`src/rtl/rx_controller_pkg.sv`:
```
// Shared definitions for the UART receive path: FSM states, oversampling
// constants and ParityType encodings used by the de-framing and error-check stages.
package rx_controller_pkg;

  typedef enum logic [2:0] {
    IDLE,
    START,
    DATA,
    PARITY,
    STOP
  } rxState_t;

  localparam int unsigned OVERSAMPLE = 16;
  localparam int unsigned TICK_W     = $clog2(OVERSAMPLE);

  localparam logic [TICK_W-1:0] MID_SAMPLE = TICK_W'(7);
  localparam logic [TICK_W-1:0] LAST_TICK  = TICK_W'(15);

  localparam logic [1:0] PARITY_NONE     = 2'b00;
  localparam logic [1:0] PARITY_ODD      = 2'b01;
  localparam logic [1:0] PARITY_EVEN     = 2'b10;
  localparam logic [1:0] PARITY_NONE_ALT = 2'b11;

  localparam logic [10:0] FRAME_IDLE = 11'h7FF;

  function automatic logic parityEnabled(input logic [1:0] parityType);
    return (parityType == PARITY_ODD) || (parityType == PARITY_EVEN);
  endfunction

endpackage

```
`src/rtl/rx_controller_sync.sv`:
```
// Multi-flop synchroniser for the asynchronous RxIn line; resets to the idle (high) level.
module rx_sync #(
  parameter int unsigned SYNC_STAGES = 2
) (
  input  logic Clock,
  input  logic Reset,
  input  logic RxIn,
  output logic RxSync
);

  logic [SYNC_STAGES-1:0] stages;

  always_ff @(posedge Clock) begin
    if (Reset) begin
      stages <= '1;
    end else begin
      stages <= {stages[SYNC_STAGES-2:0], RxIn};
    end
  end

  assign RxSync = stages[SYNC_STAGES-1];

endmodule

```
`src/rtl/rx_controller.sv`:
```
// UART receive controller: 16x oversampled start/data/parity/stop sampling,
// assembling the raw 11-bit frame for the downstream de-framing stage.
module rx_controller
  import rx_controller_pkg::*;
#(
  parameter int unsigned SYNC_STAGES = 2
) (
  input  logic        Clock,
  input  logic        Reset,
  input  logic        BaudTick,
  input  logic        RxIn,
  input  logic        DataLength,
  input  logic [1:0]  ParityType,
  input  logic        StopBits,
  output logic [10:0] DataParl,
  output logic        RecievedFlag,
  output logic        Busy,
  output logic        FramingError
);

  rxState_t          state, stateNext;
  logic [TICK_W-1:0] tickCnt, tickNext;
  logic [2:0]        bitIdx, bitNext;
  logic              stopCnt, stopNext;
  logic [7:0]        rxData, dataNext;
  logic              parBit, parNext;
  logic              stopErr, errNext;
  logic              cfgLen8, cfgLen8Next;
  logic [1:0]        cfgParity, cfgParityNext;
  logic              cfgTwoStop, cfgTwoStopNext;
  logic              rxSync;
  logic              frameDone;
  logic [10:0]       frameWord;
  logic              frameErr;

  rx_sync #(
    .SYNC_STAGES(SYNC_STAGES)
  ) uSync (
    .Clock (Clock),
    .Reset (Reset),
    .RxIn  (RxIn),
    .RxSync(rxSync)
  );

  always_ff @(posedge Clock) begin
    if (Reset) begin
      state        <= IDLE;
      tickCnt      <= '0;
      bitIdx       <= '0;
      stopCnt      <= 1'b0;
      rxData       <= '0;
      parBit       <= 1'b1;
      stopErr      <= 1'b0;
      cfgLen8      <= 1'b0;
      cfgParity    <= PARITY_NONE;
      cfgTwoStop   <= 1'b0;
      DataParl     <= FRAME_IDLE;
      RecievedFlag <= 1'b0;
      FramingError <= 1'b0;
    end else begin
      state        <= stateNext;
      tickCnt      <= tickNext;
      bitIdx       <= bitNext;
      stopCnt      <= stopNext;
      rxData       <= dataNext;
      parBit       <= parNext;
      stopErr      <= errNext;
      cfgLen8      <= cfgLen8Next;
      cfgParity    <= cfgParityNext;
      cfgTwoStop   <= cfgTwoStopNext;
      RecievedFlag <= frameDone;
      if (frameDone) begin
        DataParl     <= frameWord;
        FramingError <= frameErr;
      end
    end
  end

  always_comb begin
    stateNext      = state;
    tickNext       = tickCnt;
    bitNext        = bitIdx;
    stopNext       = stopCnt;
    dataNext       = rxData;
    parNext        = parBit;
    errNext        = stopErr;
    cfgLen8Next    = cfgLen8;
    cfgParityNext  = cfgParity;
    cfgTwoStopNext = cfgTwoStop;
    frameDone      = 1'b0;
    // Final stop sample goes straight into the output word in the completing cycle.
    frameWord      = {rxSync, parBit, cfgLen8 ? rxData[7] : 1'b0, rxData[6:0], 1'b0};
    frameErr       = stopErr | ~rxSync;

    if (BaudTick) begin
      case (state)
        IDLE: begin
          if (!rxSync) begin
            stateNext      = START;
            tickNext       = '0;
            cfgLen8Next    = DataLength;
            cfgParityNext  = ParityType;
            cfgTwoStopNext = StopBits;
          end
        end
        START: begin
          if (tickCnt == MID_SAMPLE) begin
            tickNext = '0;
            bitNext  = '0;
            if (rxSync) begin
              stateNext = IDLE;
            end else begin
              stateNext = DATA;
              dataNext  = '0;
              parNext   = 1'b1;
              errNext   = 1'b0;
              stopNext  = 1'b0;
            end
          end else begin
            tickNext = tickCnt + 1'b1;
          end
        end
        DATA: begin
          if (tickCnt == LAST_TICK) begin
            tickNext         = '0;
            dataNext[bitIdx] = rxSync;
            if (bitIdx == (cfgLen8 ? 3'd7 : 3'd6)) begin
              bitNext   = '0;
              stateNext = parityEnabled(cfgParity) ? PARITY : STOP;
            end else begin
              bitNext = bitIdx + 3'd1;
            end
          end else begin
            tickNext = tickCnt + 1'b1;
          end
        end
        PARITY: begin
          if (tickCnt == LAST_TICK) begin
            tickNext  = '0;
            parNext   = rxSync;
            stateNext = STOP;
          end else begin
            tickNext = tickCnt + 1'b1;
          end
        end
        STOP: begin
          if (tickCnt == LAST_TICK) begin
            tickNext = '0;
            errNext  = stopErr | ~rxSync;
            if (cfgTwoStop && !stopCnt) begin
              stopNext = 1'b1;
            end else begin
              stateNext = IDLE;
              frameDone = 1'b1;
            end
          end else begin
            tickNext = tickCnt + 1'b1;
          end
        end
        default: stateNext = IDLE;
      endcase
    end
  end

  assign Busy = (state != IDLE);

endmodule

```
`config.mk`:
```
export PLATFORM = sky130hd
export DESIGN_NAME = rx_controller
export DESIGN_NICKNAME = d
export VERILOG_FILES = /design/src/rtl/rx_controller_pkg.sv /design/src/rtl/rx_controller_sync.sv /design/src/rtl/rx_controller.sv
export SDC_FILE = /design/constraint.sdc
export NUM_CORES = 1
export LEC_CHECK = 0
export BUFFER_PORTS_ARGS = -buffer_cell sky130_fd_sc_hd__buf_4
export CAP_MARGIN = 10
export CELL_PAD_IN_SITES_DETAIL_PLACEMENT = 2
export CELL_PAD_IN_SITES_GLOBAL_PLACEMENT = 2
export CORE_MARGIN = 5
export CORE_UTILIZATION = 27
export DETAILED_ROUTE_END_ITERATION = 10
export GPL_TIMING_DRIVEN = 1
export MAX_ROUTING_LAYER = met4
export PLACE_DENSITY_LB_ADDON = 0.25
export SYNTH_ARGS = -nofsm -noshare
export SYNTH_HDL_FRONTEND = slang
export SYNTH_SLANG_ARGS = --single-unit
```
`constraint.sdc`:
```
create_clock -name Clock -period 2.4 [get_ports Clock]
set_input_delay 0.36 -clock Clock [delete_from_list [all_inputs] [get_ports Clock]]
set_output_delay 0.36 -clock Clock [all_outputs]
set_load 0.05 [all_outputs]
```
* Word-level counts from Yosys, hierarchy flattened *
Cells that the tools add are included.

storage, ports and cells
  word-level logic and storage cells = 99
  input bits = 8
  flip-flop bits (word level) = 40

operators by class
  multiplexer cells = 42
  bitwise logic cells = 2
  eq/ne operators = 18
  $lt $le $gt $ge = 2
  add/subtract/negate cells = 2
  reduce and logical (&&, ||, !) cells = 19

operators with widths
  operator               number
  $mux W3                11
  $mux W8                3
  $ne A2 B2 Y1 const B   9
  $pmux W8 S2            1
  $mux W1                15
  $pmux W3 S5            1
  $reduce_and A5 Y1      3
  $mux W4                3
  $pmux W4 S3            1
  $bwmux W8              1
  $reduce_and A8 Y1      1
  $eq A3 B2 Y1 const B   2
  $pmux W1 S2            3
  $pmux W3 S2            1
  $reduce_and A3 Y1      2
  $reduce_and A6 Y1      1
  $reduce_bool A2 Y1     3
  $reduce_bool A3 Y1     2
  $add A4 B1 Y4 const B  1
  $eq A4 B3 Y1 const B   1
  $eq A4 B4 Y1 const B   1
  $lt A3 B4 Y1 const B   1
  $reduce_and A4 Y1      1
  $add A3 B1 Y3 const B  1
  15 further kinds       16

* Depth between registers and ports, before layout *
  depth in word-level cells = 7
  mapped depth = 6
  mapped depth without buffers = 5

* By module *
A second synthesis with hierarchy kept.

second synthesis, totals
  cell total of the unflattened synthesis = 208
  area, all modules = 1914.3 µm²

by module, submodules not included
  module         times used  seq. area each (µm²)  cells each  area an instance (µm²)
  rx_controller  1           760.7                 204         1861.8
  rx_sync        1           40.0                  4           52.6

* Worst setup path before layout *
OpenSTA, ideal clock, no wires.

  kind = flip-flop to flip-flop
  start point = register tickCnt[0]
  end point = register state[1]
  stages on the path, launching flop included = 6
  path buffers = 0
  slack = 0.570 ns
  setup time = 0.122 ns
  clock period less this slack = 1.830 ns
  arrival = 1.709 ns
  cells stage by stage = dfxtp_1 > ha_1 > and3b_2 > o21ai_4 > or4_4 > o311a_1

on the way
  cells in the longest elaborated chain, start to end = 3
  elaborated cells between the ends (all ways) = 7
  classes of those cells = 6 x eq/ne; 1 x reduce/logical

RTL lines
  what                                          RTL line             RTL
  from (decl)                                   rx_controller.sv:22  logic [TICK_W-1:0] tickCnt, tickNext;
  from (signal assigned)                        rx_controller.sv:62  tickCnt <= tickNext;
  $eq A4 B4 Y1 or $eq A4 B3 Y1 (tied branches)  -
  $ne A2 B2 Y1 (no line)                        -
  $reduce_and A8 Y1 (no line) (*)               -
  to (signal assigned)                          rx_controller.sv:61  state <= stateNext;
  to (decl)                                     rx_controller.sv:21  rxState_t state, stateNext;

Mark *: on every way between the ends. The rest lies on a longest branch, timed or not.
A chain may end at the register's enable or synchronous reset.

* Worst setup path in the final report *
  start point = register state[1]
  end point = register rxData[1]

on the way
  cells in the longest elaborated chain, start to end = 3
  elaborated cells between the ends (all ways) = 8
  classes of those cells = 5 x eq/ne; 1 x mux; 2 x reduce/logical

RTL lines
  what                                                          RTL line             RTL
  $eq A3 B1 Y1 or $eq A3 B2 Y1 (tied branches)                  rx_controller.sv:96  case (state)
  $ne A2 B2 Y1 (no line) or $reduce_bool A2 Y1 (tied branches)  -
  $reduce_and A5 Y1 (no line)                                   -
  to (signal assigned)                                          rx_controller.sv:65  rxData <= dataNext;
  to (decl)                                                     rx_controller.sv:25  logic [7:0] rxData, dataNext;

Several ways; a longest one is shown, not always the timed one.

==> results by group <==
Clocking
  • Post-CTS sizing: 0
  • Clk slew on worst S/H paths: 0.08 ns
  • Skew-Pair Late Insertion Delay: 0.30 ns
  • Maximum clock path buffer count: 2
  • CTS root buf: clkbuf_8
  • Post-CTS setup buffer count: 0
  • Number of CTS-inserted buffers: 5
  • Clk sink count: 40
  • CTS tree: done
  • # hold bufs at CTS: 0
  • H-tree Lvls: 2

Logic synthesis
  • FF+latch count, synth: 40
  • Post-synth top flop: dfxtp_1
  • Post-synth EDFFs: 0
  • Top cells by area, synth: dfxtp_1 40%, mux2i_1 6.6%, nand2_1 4.4%
  • Syn Std Cell Area: 1980 um^2
  • Post-synth top area share: 40.4%
  • Syn Nets: 225
  • Synth warnings: 0
  • Post-synth top area cell: dfxtp_1
  • Syn Inst Count: 215
  • Ys async rst share: 0%
  • Mean area per synthesized cell: 9.22 um^2
  • Synth unique cells: 51
  • Register area share after synthesis: 40.4%

Place
  • Setup WS pre-CTS: roughly 0.25 ns
  • I/O Buffers: 21
  • Gpl congestion: 0.755
  • Post-Place Cell Area: 2260 um^2
  • Detail Placement HPWL: 3990 um

STA
  • Tmin final: 2.20 ns
  • Skew final: 0.00931 ns
  • Final hold vios: 0
  • Worst slew pin tran: 0.593 ns
  • Post-route setup slack: 0.204 ns
  • Max-slew violation count: 0
  • RSZ-0062 raised after global routing: no
  • Final setup viols: 0
  • Rel. slew slack: 60.1%
  • Max frequency: between 0.4 and 0.5 GHz
  • Crit share post-route: between 90% and 100%
  • Setup TNS: 0 ns

Die
  • Die ar.: 9160 um^2
  • Row cnt: 31
  • Die outline width: between 90 and 100 um
  • Initial core utilization: approximately 27%
  • Die Ht: between 90 and 100 um
  • Core box area: roughly 7200 um^2
  • IO Pins: 22

Pwr
  • Max VDD drop: 0.000214 V
  • Comb power frac: 24.8%
  • Clock network power share: 33.7%
  • Lkg Pwr: 0.949 nW
  • P_sw: 556 uW
  • Pwr/cell area: 740 nW/um^2
  • Switching Share: 31.5%
  • Internal Power: 1.21 mW
  • Design Power: 1.76 mW
  • Flop pwr share: 41.5%

Global route
  • Global-route wire length before repair: 8980 um
  • Vias in the first global route: 1,776
  • Antenna violations before repair: 0
  • Largest net degree at the start of global routing: 19
  • Total gr overflow: 0
  • Gr usage total: 13.1%

Hold path
  • Worst min-delay path endpoint: uSync.stages[0]$_SDFF_PP1_
  • Min-Delay Path Depth: 2
  • Hold WC Path Type: in2reg
  • Hold wc startpoint: RxIn

Critical path
  • WS Path Type: reg2reg
  • Critical path endpoint category: flip-flop
  • Crit path cell chain: or3b_2 -> o21a_4 -> o311ai_0 -> o41ai_1
  • Max incr delay on CP: 0.65 ns
  • Critical Path RT: 2.57 ns
  • Crit path DAT: 2.37 ns
  • Reg2Reg Setup Slack: 0.20 ns
  • Worst r2r dst: rxData[1]$_SDFFE_PP0P_
  • Crit start category: flip-flop
  • Reg2Reg Depth: 4
  • Reg2reg start: state[1]$_SDFFE_PP0P_
  • Worst-path fanout max: 16
  • Slowest CP cell: or3b_2

Status
  • Status: finished clean

Route
  • DRT iter0 DRCs: 40
  • # DRC: 0
  • Via-to-Cell Ratio: 5.10
  • Routed len/inst: roughly 16 um
  • Drt first pass iters: 4
  • Antenna-violating nets left: 0
  • Final wirelength: 5370 um
  • Detailed-route via count: 1,730

Layout
  • Commonest non-fill, non-tap cells in the layout: 40 x dfxtp_1, 32 x buf_4, 23 x nand2_1
  • Area grow syn2layout: 20.2%
  • Commonest non-fill, non-tap cell in the layout: dfxtp_1
  • Share of cells above drive strength 1: 24.6%
  • Final nets: 249
  • Final Util: 33.0%
  • Design Area, Final: 2380 um^2
  • # fillers: between 800 and 900
  • # diodes: 0

Job
  • MaxCap Viol Count: 0
## critical path, delay by kind of cell (launching register included)
family	cells	cell delay, ns
AOI/OAI and AO/OA	3	0.80
and+or+nand+nor	1	0.65
DFF	1	0.62
## area by class of cell
type                    instances  area [um^2]  area share, %
well taps                      99          124           5.20
clock inverters                 2         38.8           1.63
clock buffers                   6         82.6           3.46
repair buffers                 32          240           10.1
flip-flops and latches         40          801           33.6
inverters                       6         22.5          0.945
multi-input cells             154         1070           45.1
## registers in the layout, indices dropped and copies added (netlist names), 2 cells and up
register	count
rxData	8
bitIdx	3
DataParl	11
tickCnt	4
uSync.stages	2
state	3
cfgParity	2
## cells in the mapped netlist (all sizes together) (4+ instances only)
library cell	n
a21oi	12
dfxtp	40
inv	6
nand3	7
o311ai	8
buf	7
a31oi	7
clkbuf	8
nand2	23
o21ai	9
nor2	11
mux2i	13
xnor2	4
o21a	4
nor2b	4
## worst max-delay path by stage
| stage | startpoint | to | slack [ns] | cells after the start |
|---|---|---|---|---|
| 3_5_place_dp | state[1]$_SDFFE_PP0P_ | rxData[1]$_SDFFE_PP0P_ | 0.25 | 4 |
| 3_3_place_gp | state[1]$_SDFFE_PP0P_ | rxData[1]$_SDFFE_PP0P_ | 0.33 | 4 |
| 4_1_cts | state[1]$_SDFFE_PP0P_ | rxData[1]$_SDFFE_PP0P_ | 0.21 | 4 |
| 5_1_grt | state[1]$_SDFFE_PP0P_ | rxData[1]$_SDFFE_PP0P_ | 0.07 | 4 |
| 6_report | state[1]$_SDFFE_PP0P_ | rxData[1]$_SDFFE_PP0P_ | 0.20 | 4 |
| 2_1_floorplan | tickCnt[0]$_SDFFE_PP0P_ | state[1]$_SDFFE_PP0P_ | 0.57 | 5 |
## through the flow
stage,cells,hold WS [ns]
finish,339,0.243
global route,339,0.247
CTS,339,0.237
detailed placement,331,0.405
global placement,331,0.398
floorplan,215,0.389
## metal layers
| layer | up-vias | track usage [%] | wire [um] |
|---|---|---|---|
| met5 | - | - | 0 |
| li1 | 846 | - | - |
| met3 | 5 | 2.58 | 89 |
| met2 | 17 | 20.4 | 2500 |
| met1 | 862 | 16.9 | 2700 |
| met4 | 0 | 4.62 | 80 |
## kinds of logic (layout without fill, tap and decap cells)
group | count (synthesis) | after routing | share of synthesized area (%)
compound gates | 57 | 57 | 21.3
flops | 40 | 40 | 40.4
buf+inv | 21 | 46 | 5.43
simple gates | 77 | 77 | 22.7
fa+ha+maj | 2 | 2 | 1.26
xor+xnor | 4 | 4 | 1.77
mux | 14 | 14 | 7.13
## power by group through the flow
stage	Combinational, mW	Sequential [mW]	Clock (mW)
global placement	0.433	0.747	0
global route	0.490	0.740	0.638
CTS	0.445	0.733	0.616
floorplan	0.347	0.721	0
finish	0.437	0.733	0.595
detailed placement	0.441	0.748	0
(Power assumes the default switching activity.)
